==> src/rtl/alu74181_pkg.sv <==
// rtl/alu74181_pkg.sv - shared 74181 function-select, mode constants and sequencer state enum
package alu74181_pkg;

  // 74181 function-select codes, active-high data convention
  localparam logic [3:0] ALU_S_ADD = 4'b1001;  // with M=0: F = A plus B plus carry
  localparam logic [3:0] ALU_S_SUB = 4'b0110;  // with M=0: F = A minus B minus 1 plus carry
  localparam logic [3:0] ALU_S_XOR = 4'b0110;  // with M=1: F = A xor B

  // Mode select
  localparam logic ALU_M_LOGIC = 1'b1;
  localparam logic ALU_M_ARITH = 1'b0;

  // Sequencer states
  typedef enum logic [1:0] {
    IDLE = 2'd0,
    RUN  = 2'd1,
    DONE = 2'd2
  } seq_state_e;

endpackage

==> src/rtl/alu_nibble_sequencer.sv <==
// rtl/alu_nibble_sequencer.sv - nibble-serial sequencer for one external 74181 slice (optional ALU_SEQ_OVERFLOW_EN adds ovf)
module alu_nibble_sequencer
  import alu74181_pkg::*;
#(
  parameter int WIDTH = 16
) (
  input  logic             clk,
  input  logic             rst,
  input  logic             in_valid,
  output logic             in_ready,
  input  logic [WIDTH-1:0] op_a,
  input  logic [WIDTH-1:0] op_b,
  input  logic [3:0]       op_s,
  input  logic             op_m,
  input  logic             op_cin,
  output logic [3:0]       slice_a,
  output logic [3:0]       slice_b,
  output logic [3:0]       slice_s,
  output logic             slice_m,
  output logic             slice_ci,
  input  logic [3:0]       slice_f,
  input  logic             slice_co,
  input  logic             slice_aeqb,
  output logic             out_valid,
  input  logic             out_ready,
  output logic [WIDTH-1:0] result,
  output logic             cout,
  output logic             zero,
  output logic             aeqb_all
`ifdef ALU_SEQ_OVERFLOW_EN
  ,
  output logic             ovf
`endif
);

  localparam int NIB  = WIDTH / 4;
  localparam int IDXW = (NIB > 1) ? $clog2(NIB) : 1;

  seq_state_e       state_q, state_d;
  logic [WIDTH-1:0] a_q, a_d;        // operand A, shifted right one nibble per pass
  logic [WIDTH-1:0] b_q, b_d;        // operand B, shifted right one nibble per pass
  logic [3:0]       s_q, s_d;
  logic             m_q, m_d;
  logic             carry_q, carry_d; // active-low ripple carry, same polarity as the slice
  logic [IDXW-1:0]  idx_q, idx_d;
  logic [WIDTH-1:0] result_q, result_d;
  logic             aeqb_q, aeqb_d;   // AND of slice A=B across the nibbles seen so far
  logic             zero_q, zero_d;

`ifdef ALU_SEQ_OVERFLOW_EN
  // Operand sign bits are kept apart because the shift registers lose them after the first pass
  logic             a_msb_q, a_msb_d;
  logic             b_msb_q, b_msb_d;
  logic             ovf_q, ovf_d;
`endif

  // Next-state, shift-register and result-assembly logic
  always_comb begin
    state_d  = state_q;
    a_d      = a_q;
    b_d      = b_q;
    s_d      = s_q;
    m_d      = m_q;
    carry_d  = carry_q;
    idx_d    = idx_q;
    result_d = result_q;
    aeqb_d   = aeqb_q;
    zero_d   = zero_q;
`ifdef ALU_SEQ_OVERFLOW_EN
    a_msb_d  = a_msb_q;
    b_msb_d  = b_msb_q;
    ovf_d    = ovf_q;
`endif

    case (state_q)
      IDLE: begin
        if (in_valid) begin
          a_d     = op_a;
          b_d     = op_b;
          s_d     = op_s;
          m_d     = op_m;
          carry_d = ~op_cin;
          idx_d   = '0;
          aeqb_d  = 1'b1;
`ifdef ALU_SEQ_OVERFLOW_EN
          a_msb_d = op_a[WIDTH-1];
          b_msb_d = op_b[WIDTH-1];
`endif
          state_d = RUN;
        end
      end

      RUN: begin
        result_d[int'(idx_q)*4 +: 4] = slice_f;
        carry_d = slice_co;
        aeqb_d  = aeqb_q & slice_aeqb;
        a_d     = a_q >> 4;
        b_d     = b_q >> 4;
        idx_d   = idx_q + IDXW'(1);
        if (idx_q == IDXW'(NIB - 1)) begin
          // Last nibble: flags are frozen here so they stay put for the whole DONE phase
          zero_d  = (result_d == '0);
`ifdef ALU_SEQ_OVERFLOW_EN
          ovf_d = 1'b0;
          if (m_q == ALU_M_ARITH && s_q == ALU_S_ADD)
            ovf_d = (a_msb_q == b_msb_q) && (result_d[WIDTH-1] != a_msb_q);
          else if (m_q == ALU_M_ARITH && s_q == ALU_S_SUB)
            ovf_d = (a_msb_q != b_msb_q) && (result_d[WIDTH-1] != a_msb_q);
`endif
          state_d = DONE;
        end
      end

      DONE: begin
        if (out_ready) state_d = IDLE;
      end

      default: state_d = IDLE;
    endcase
  end

  // State and datapath registers with synchronous reset
  always_ff @(posedge clk) begin
    if (rst) begin
      state_q  <= IDLE;
      a_q      <= '0;
      b_q      <= '0;
      s_q      <= '0;
      m_q      <= 1'b0;
      carry_q  <= 1'b1;
      idx_q    <= '0;
      result_q <= '0;
      aeqb_q   <= 1'b0;
      zero_q   <= 1'b0;
`ifdef ALU_SEQ_OVERFLOW_EN
      a_msb_q  <= 1'b0;
      b_msb_q  <= 1'b0;
      ovf_q    <= 1'b0;
`endif
    end else begin
      state_q  <= state_d;
      a_q      <= a_d;
      b_q      <= b_d;
      s_q      <= s_d;
      m_q      <= m_d;
      carry_q  <= carry_d;
      idx_q    <= idx_d;
      result_q <= result_d;
      aeqb_q   <= aeqb_d;
      zero_q   <= zero_d;
`ifdef ALU_SEQ_OVERFLOW_EN
      a_msb_q  <= a_msb_d;
      b_msb_q  <= b_msb_d;
      ovf_q    <= ovf_d;
`endif
    end
  end

  // Slice drive and handshake outputs; the slice sees idle values outside RUN
  always_comb begin
    slice_a   = 4'h0;
    slice_b   = 4'h0;
    slice_s   = 4'h0;
    slice_m   = 1'b0;
    slice_ci  = 1'b1;
    if (state_q == RUN) begin
      slice_a  = a_q[3:0];
      slice_b  = b_q[3:0];
      slice_s  = s_q;
      slice_m  = m_q;
      slice_ci = carry_q;
    end
    in_ready  = (state_q == IDLE);
    out_valid = (state_q == DONE);
    result    = result_q;
    cout      = (m_q == ALU_M_ARITH) & ~carry_q;
    zero      = zero_q;
    aeqb_all  = aeqb_q;
`ifdef ALU_SEQ_OVERFLOW_EN
    ovf       = ovf_q;
`endif
  end

endmodule

==> config.mk <==
export PLATFORM = sky130hd
export DESIGN_NAME = alu_nibble_sequencer
export DESIGN_NICKNAME = d
export VERILOG_FILES = /design/src/rtl/alu74181_pkg.sv /design/src/rtl/alu_nibble_sequencer.sv
export SDC_FILE = /design/constraint.sdc
export NUM_CORES = 1
export LEC_CHECK = 0
export CORE_ASPECT_RATIO = 0.75
export CORE_UTILIZATION = 35
export CTS_CLUSTER_SIZE = 30
export DETAILED_ROUTE_END_ITERATION = 16
export SETUP_SLACK_MARGIN = 0.02
export SYNTH_ARGS = -nofsm -noshare
export SYNTH_HDL_FRONTEND = slang
export SYNTH_SLANG_ARGS = --single-unit
export TNS_END_PERCENT = 1
==> constraint.sdc <==
create_clock -name clk -period 2.4 [get_ports clk]
set_input_delay 0.48 -clock clk [delete_from_list [all_inputs] [get_ports clk]]
set_output_delay 0.48 -clock clk [all_outputs]
set_load 0.01 [all_outputs]
; Yosys cells after proc, flatten, opt, wreduce, memory -nomap -nowiden
; Index checks and enable logic that the tools add are counted.
[totals]
register_bits = 60
in_bits = 48
out_inout_bits = 35
[op_classes]
add_sub_neg = 2
eq_ne = 6
shifts = 2
muxes = 20
bitwise_logic = 5
reduce_logical = 7
[op_table]
columns = operator, n
row1 = 16-bit case mux with 2 select lines, 2
row2 = 4-bit negator with 33-bit output, 1
row3 = "4-bit by 33-bit variable shift with 16-bit output, first input constant", 1
row4 = 4-bit by 33-bit indexed part select with 16-bit output, 1
row5 = 16-bit two-way mux, 2
row6 = 16-bit bitwise mux, 1
row7 = 16-bit logical NOT, 1
row8 = 4-bit two-way mux, 3
row9 = 2-bit two-way mux, 4
row10 = 2-bit case mux with 3 select lines, 1
row11 = 2-bit AND reduction, 3
row12 = "2-bit equality test, second input constant", 2
row13 = 1-bit two-way mux, 4
row14 = "2-bit != test, second input constant", 2
row15 = 1-bit case mux with 2 select lines, 2
row16 = 2-bit case mux with 2 select lines, 1
row17 = 1-bit NOT, 3
row18 = 3-bit AND reduction, 1
row19 = "2-bit by 1-bit adder with 2-bit output, second input constant", 1
row20 = 1-bit AND, 2
row21 = "2-bit by 1-bit equality test with 1-bit output, second input constant", 1
row22 = 2-bit logical NOT, 1
row23 = "2-bit by 1-bit != test with 1-bit output, second input constant", 1
row24 = 2-bit nonzero test, 1

; Depth between registers and ports, before layout
[logic_depth]
word_depth = 4
depth_mapped = 8
mapped_depth_nobuf = 6

; Worst setup path before layout
; OpenSTA, ideal clock, no wires.
[synth_path]
path_kind = register -> register
startpoint = reg idx_q[0]
endpoint = reg zero_q (netlist: zero)
arrival_time_ns = 1.883
setup_slack_ns = 0.401
path_stages_with_launch = 9
n_path_buf = 2
synth_period_minus_slack_ns = 1.999
cell_sequence = dfxtp_1 -> buf_2 -> inv_1 -> ha_1 -> buf_2 -> or3b_2 -> o21ai_0 -> o41ai_1 -> a41o_1
[synth_via]
elab_chain_cells = 4
[synth_rtl]
columns = item, line_no
row1 = from (decl), alu_nibble_sequencer.sv:45  ; logic [IDXW-1:0] idx_q, idx_d;
row2 = from (signal assigned), alu_nibble_sequencer.sv:147  ; idx_q <= idx_d;
row3 = 4-bit negator with 33-bit output, alu_nibble_sequencer.sv:94  ; result_d[int'(idx_q)*4 +: 4] = slice_f;
row4 = 4-bit by 33-bit indexed part select with 16-bit output or 4-bit by 33-bit variable shift with 16-bit output (tied branches), alu_nibble_sequencer.sv:94
row5 = 16-bit bitwise mux, alu_nibble_sequencer.sv:94
row6 = 16-bit logical NOT, alu_nibble_sequencer.sv:102  ; zero_d = (result_d == '0);
row7 = to (signal assigned), alu_nibble_sequencer.sv:150  ; zero_q <= zero_d;
row8 = to (decl), alu_nibble_sequencer.sv:48  ; logic zero_q, zero_d;
; Several ways; a longest one is shown, not always the timed one.
; A chain may end at the register's enable or synchronous reset.

; Worst setup path in the final report
[layout_path]
startpoint = reg state_q[1]
endpoint = out slice_s[3]
[layout_via]
elab_chain_cells = 2
[layout_rtl]
columns = item, line_no
row1 = from (decl), alu_nibble_sequencer.sv:39  ; seq_state_e state_q, state_d;
row2 = from (signal assigned), alu_nibble_sequencer.sv:141  ; state_q <= state_d;
row3 = 2-bit by 1-bit equality test with 1-bit output, alu_nibble_sequencer.sv:166  ; if (state_q == RUN) begin
row4 = 4-bit two-way mux, alu_nibble_sequencer.sv:166
row5 = to (decl), alu_nibble_sequencer.sv:18  ; output logic [3:0] slice_s,
; No other way between the ends.

==> results.toml <==
[synthesis]
yosys_warnings = 0
syn-num-nets = 371
synth_simple_gate_area_share = 0.246
yosys.area_share.adder = 0.0287
synth_ff_type = "dfxtp_1"
synth_area_per_cell_um2 = 8.25
yosysSeqAreaShare = 0.459
muxShareOfSynthArea = 0.00383
yosys.area.top_type = "dfxtp_1"
synth_cell_types = 32
async_flop_share = 0
syn_inst = 317
ys_seq_elements = 60
yosys.area.top_type_share = 0.459
synth_edf_count = 0
synth_area_leaders = "dfxtp_1 (46%), a21oi_1 (9.8%), a22oi_1 (9.8%)"
synth-compound-area-share = 0.218
synth_top_family_by_area = "simple AND/OR/NAND/NOR gates"
netlist_area_mm2 = 0.00262
synthXorXnorAreaFrac = 0

[finish]
fill_cells = 691
utilization = 0.542
drive_gt1_frac = 0.0956
n_antenna_cell = 0
multiInputGateArea_mm2 = 0.00131
final_nets = 457
seq_area_mm2 = 0.00120
area_growth_syn_to_layout_pct = 45.5

[route]
drcViolationCount = 0
drt_iter0_markers = 108
vias_per_cell = 5.05
dr.pass1.iters = 5
vias = 2553
drtAntennaViolNets = 0
totalWireLength_um = 7330
wl_per_cell_um = 14.5

[worst_setup_path]
crit_slowest_cell = "clkdlybuf4s50_1"
cp.required_ns = 1.92
critPathTopFamily = "simple AND/OR/NAND/NOR gates"
worstPathCellList = "nor2b_4 > and2_4 > clkdlybuf4s50_1"
path_max_fanout = 21
cp-end-kind = "primary output"
slowest_delay_ns = 0.53
cp.arrival_ns = 1.87
critPathKind = "reg -> out"
start_kind = "register"
critPathBufInv = 1

[timing]
tightest_slew_ns = 0.611
worst_clock_skew_ns = 0.00831
hold_viol = 0
slew_headroom = 0.592
setup_viol = 0
rsz0062_at_grt = "yes"
timing.hold.ws_ns = 0.447
max_freq_ghz = 0.425
min_period_ns = 2.35
drv_slew = 0
finalCritPeriodShare = 0.980

[global_route]
grt_overflow = 0
grt_pass1_vias = 2480
antenna_found_initial = 0
grt_max_degree = 29
grtUsageTotal = 0.196
grt_pass1_wl_um = 12000

[clock_tree]
cts_tree = "built"
ctsRootBufferMaster = "clkbuf_8"
clock_tree.buffer_depth = 2
cts_setup_buffers = 0
clkSinkCount = 60
cts_made_buffers = 9
clkTransAtPathRegs_ns = 0.07
cts_max_level = 3
insertion_delay_ns = 0.33

[placed_design]
place_hpwl_um = 5160
portBuffers = 82
gp_congestion = 0.875

[die]
die_x_um = 102
num_io_pins = 83
fp.coreArea_mm2 = 0.00703
die_area_mm2 = 0.00783
start_util = 0.372
die_h_um = 76.9
row_count = 26

[power]
ir_drop_mv = 0.266
leakage_nw = 1.40
power.density_mw_per_mm2 = 646

[status]
outcome = "complete, no violations"

[worst_hold_path]
hp-class = "reg -> reg"

[run]
cap_violations = 0
## final timing paths
| kind | startpoint | endpoint | slack, ns | cells after the start |
|---|---|---|---|---|
| max reg2reg | idx_q[0] | zero | 0.23 | 6 |
| min reg2reg | s_q[1] | s_q[1] | 0.45 | 2 |
| max | state_q[1] | slice_s[3] | 0.05 | 3 |
| min | s_q[1] | s_q[1] | 0.45 | 2 |
## power breakdown
group	internal [mW]	total (mW)	switching, mW
Clock	0.612	1.01	0.394
Combinational	0.187	0.373	0.186
Sequential	1.05	1.08	0.0315
Total	1.85	2.46	0.611
## cells in the mapped netlist (2+ instances only)
| library cell | number |
|---|---|
| dfxtp_1 | 60 |
| buf_2 | 13 |
| nor2_1 | 23 |
| a21oi_1 | 51 |
| nand3b_1 | 6 |
| nor3_1 | 3 |
| nand2_1 | 58 |
| inv_1 | 3 |
| nand3_1 | 9 |
| clkbuf_1 | 9 |
| o21ai_0 | 3 |
| nor4_1 | 4 |
| nand2b_1 | 5 |
| a22oi_1 | 34 |
| and2_1 | 13 |
| nor2b_1 | 2 |
| ha_1 | 6 |
## worst reg2reg max path, stage by stage (launching register included)
cell and delay, ns:
dfxtp_1 0.54, inv_1 0.15, ha_1 0.43, or3b_2 0.49
o21ai_0 0.18, o41ai_1 0.10, a41o_1 0.18
## cells by family after synthesis
group                      Yosys count
and+or+nand+nor                    131
AOI/OAI and AO/OA                   93
DFF                                 60
buffers and inverters               26
adders and majority gates            6
muxes                                1
## final cells by class
type                       count  share of cell area
clock buffer                  12              0.0381
sequential                    60               0.316
inverter                       3             0.00296
timing repair buffer          98               0.247
multi-input combinational    231               0.345
clock inverter                 4              0.0191
tap                           98              0.0322
## registers in the layout, summed over array words and instances (netlist names), 2 cells and up
signal	cells
s_q	4
idx_q	2
state_q	2
result	16
a_q	16
b_q	16
## timing repair
| action | in CTS | in global routing |
|---|---|---|
| gates resized for setup | 2 | 1 |
| hold buffers | 0 | 0 |
| setup endpoints to repair | 13 | 13 |
| pin swaps | 0 | 1 |
## stage by stage
step | power, mW | std cells | cell area (µm²) | setup slack (ns) | setup TNS (ns)
floorplan | 1.29 | 317 | 2620 | 0.401 | 0
global placement | 1.47 | 490 | 3580 | 0.334 | 0
detailed placement | 1.47 | 490 | 3580 | 0.270 | 0
CTS | 2.48 | 506 | 3800 | 0.0221 | 0
global route | 2.57 | 506 | 3810 | -0.0734 | -0.522
finish | 2.46 | 506 | 3810 | 0.0486 | 0
## per-layer routing
metal	GRT usage	part of all wire
met1	0.287	0.51
met4	0.0571	0.010
met2	0.284	0.42
met5	0	0
met3	0.0438	0.061
## cells in the final DEF, fill, tap and decap left out, types with 2 or more instances in the layout
master / count
a22oi_1: 34
bufinv_16: 2
dfxtp_1: 59
nor4_1: 4
o21ai_0: 3
inv_1: 3
buf_4: 16
a21oi_1: 51
nor2_1: 23
nand3b_1: 6
ha_1: 6
nand3_1: 9
clkdlybuf4s50_1: 80
clkbuf_8: 10
nor3_1: 3
and2_1: 12
nand2b_1: 5
clkbuf_1: 2
nand2_1: 58
No activity file was read; power rests on OpenSTA's default activity.
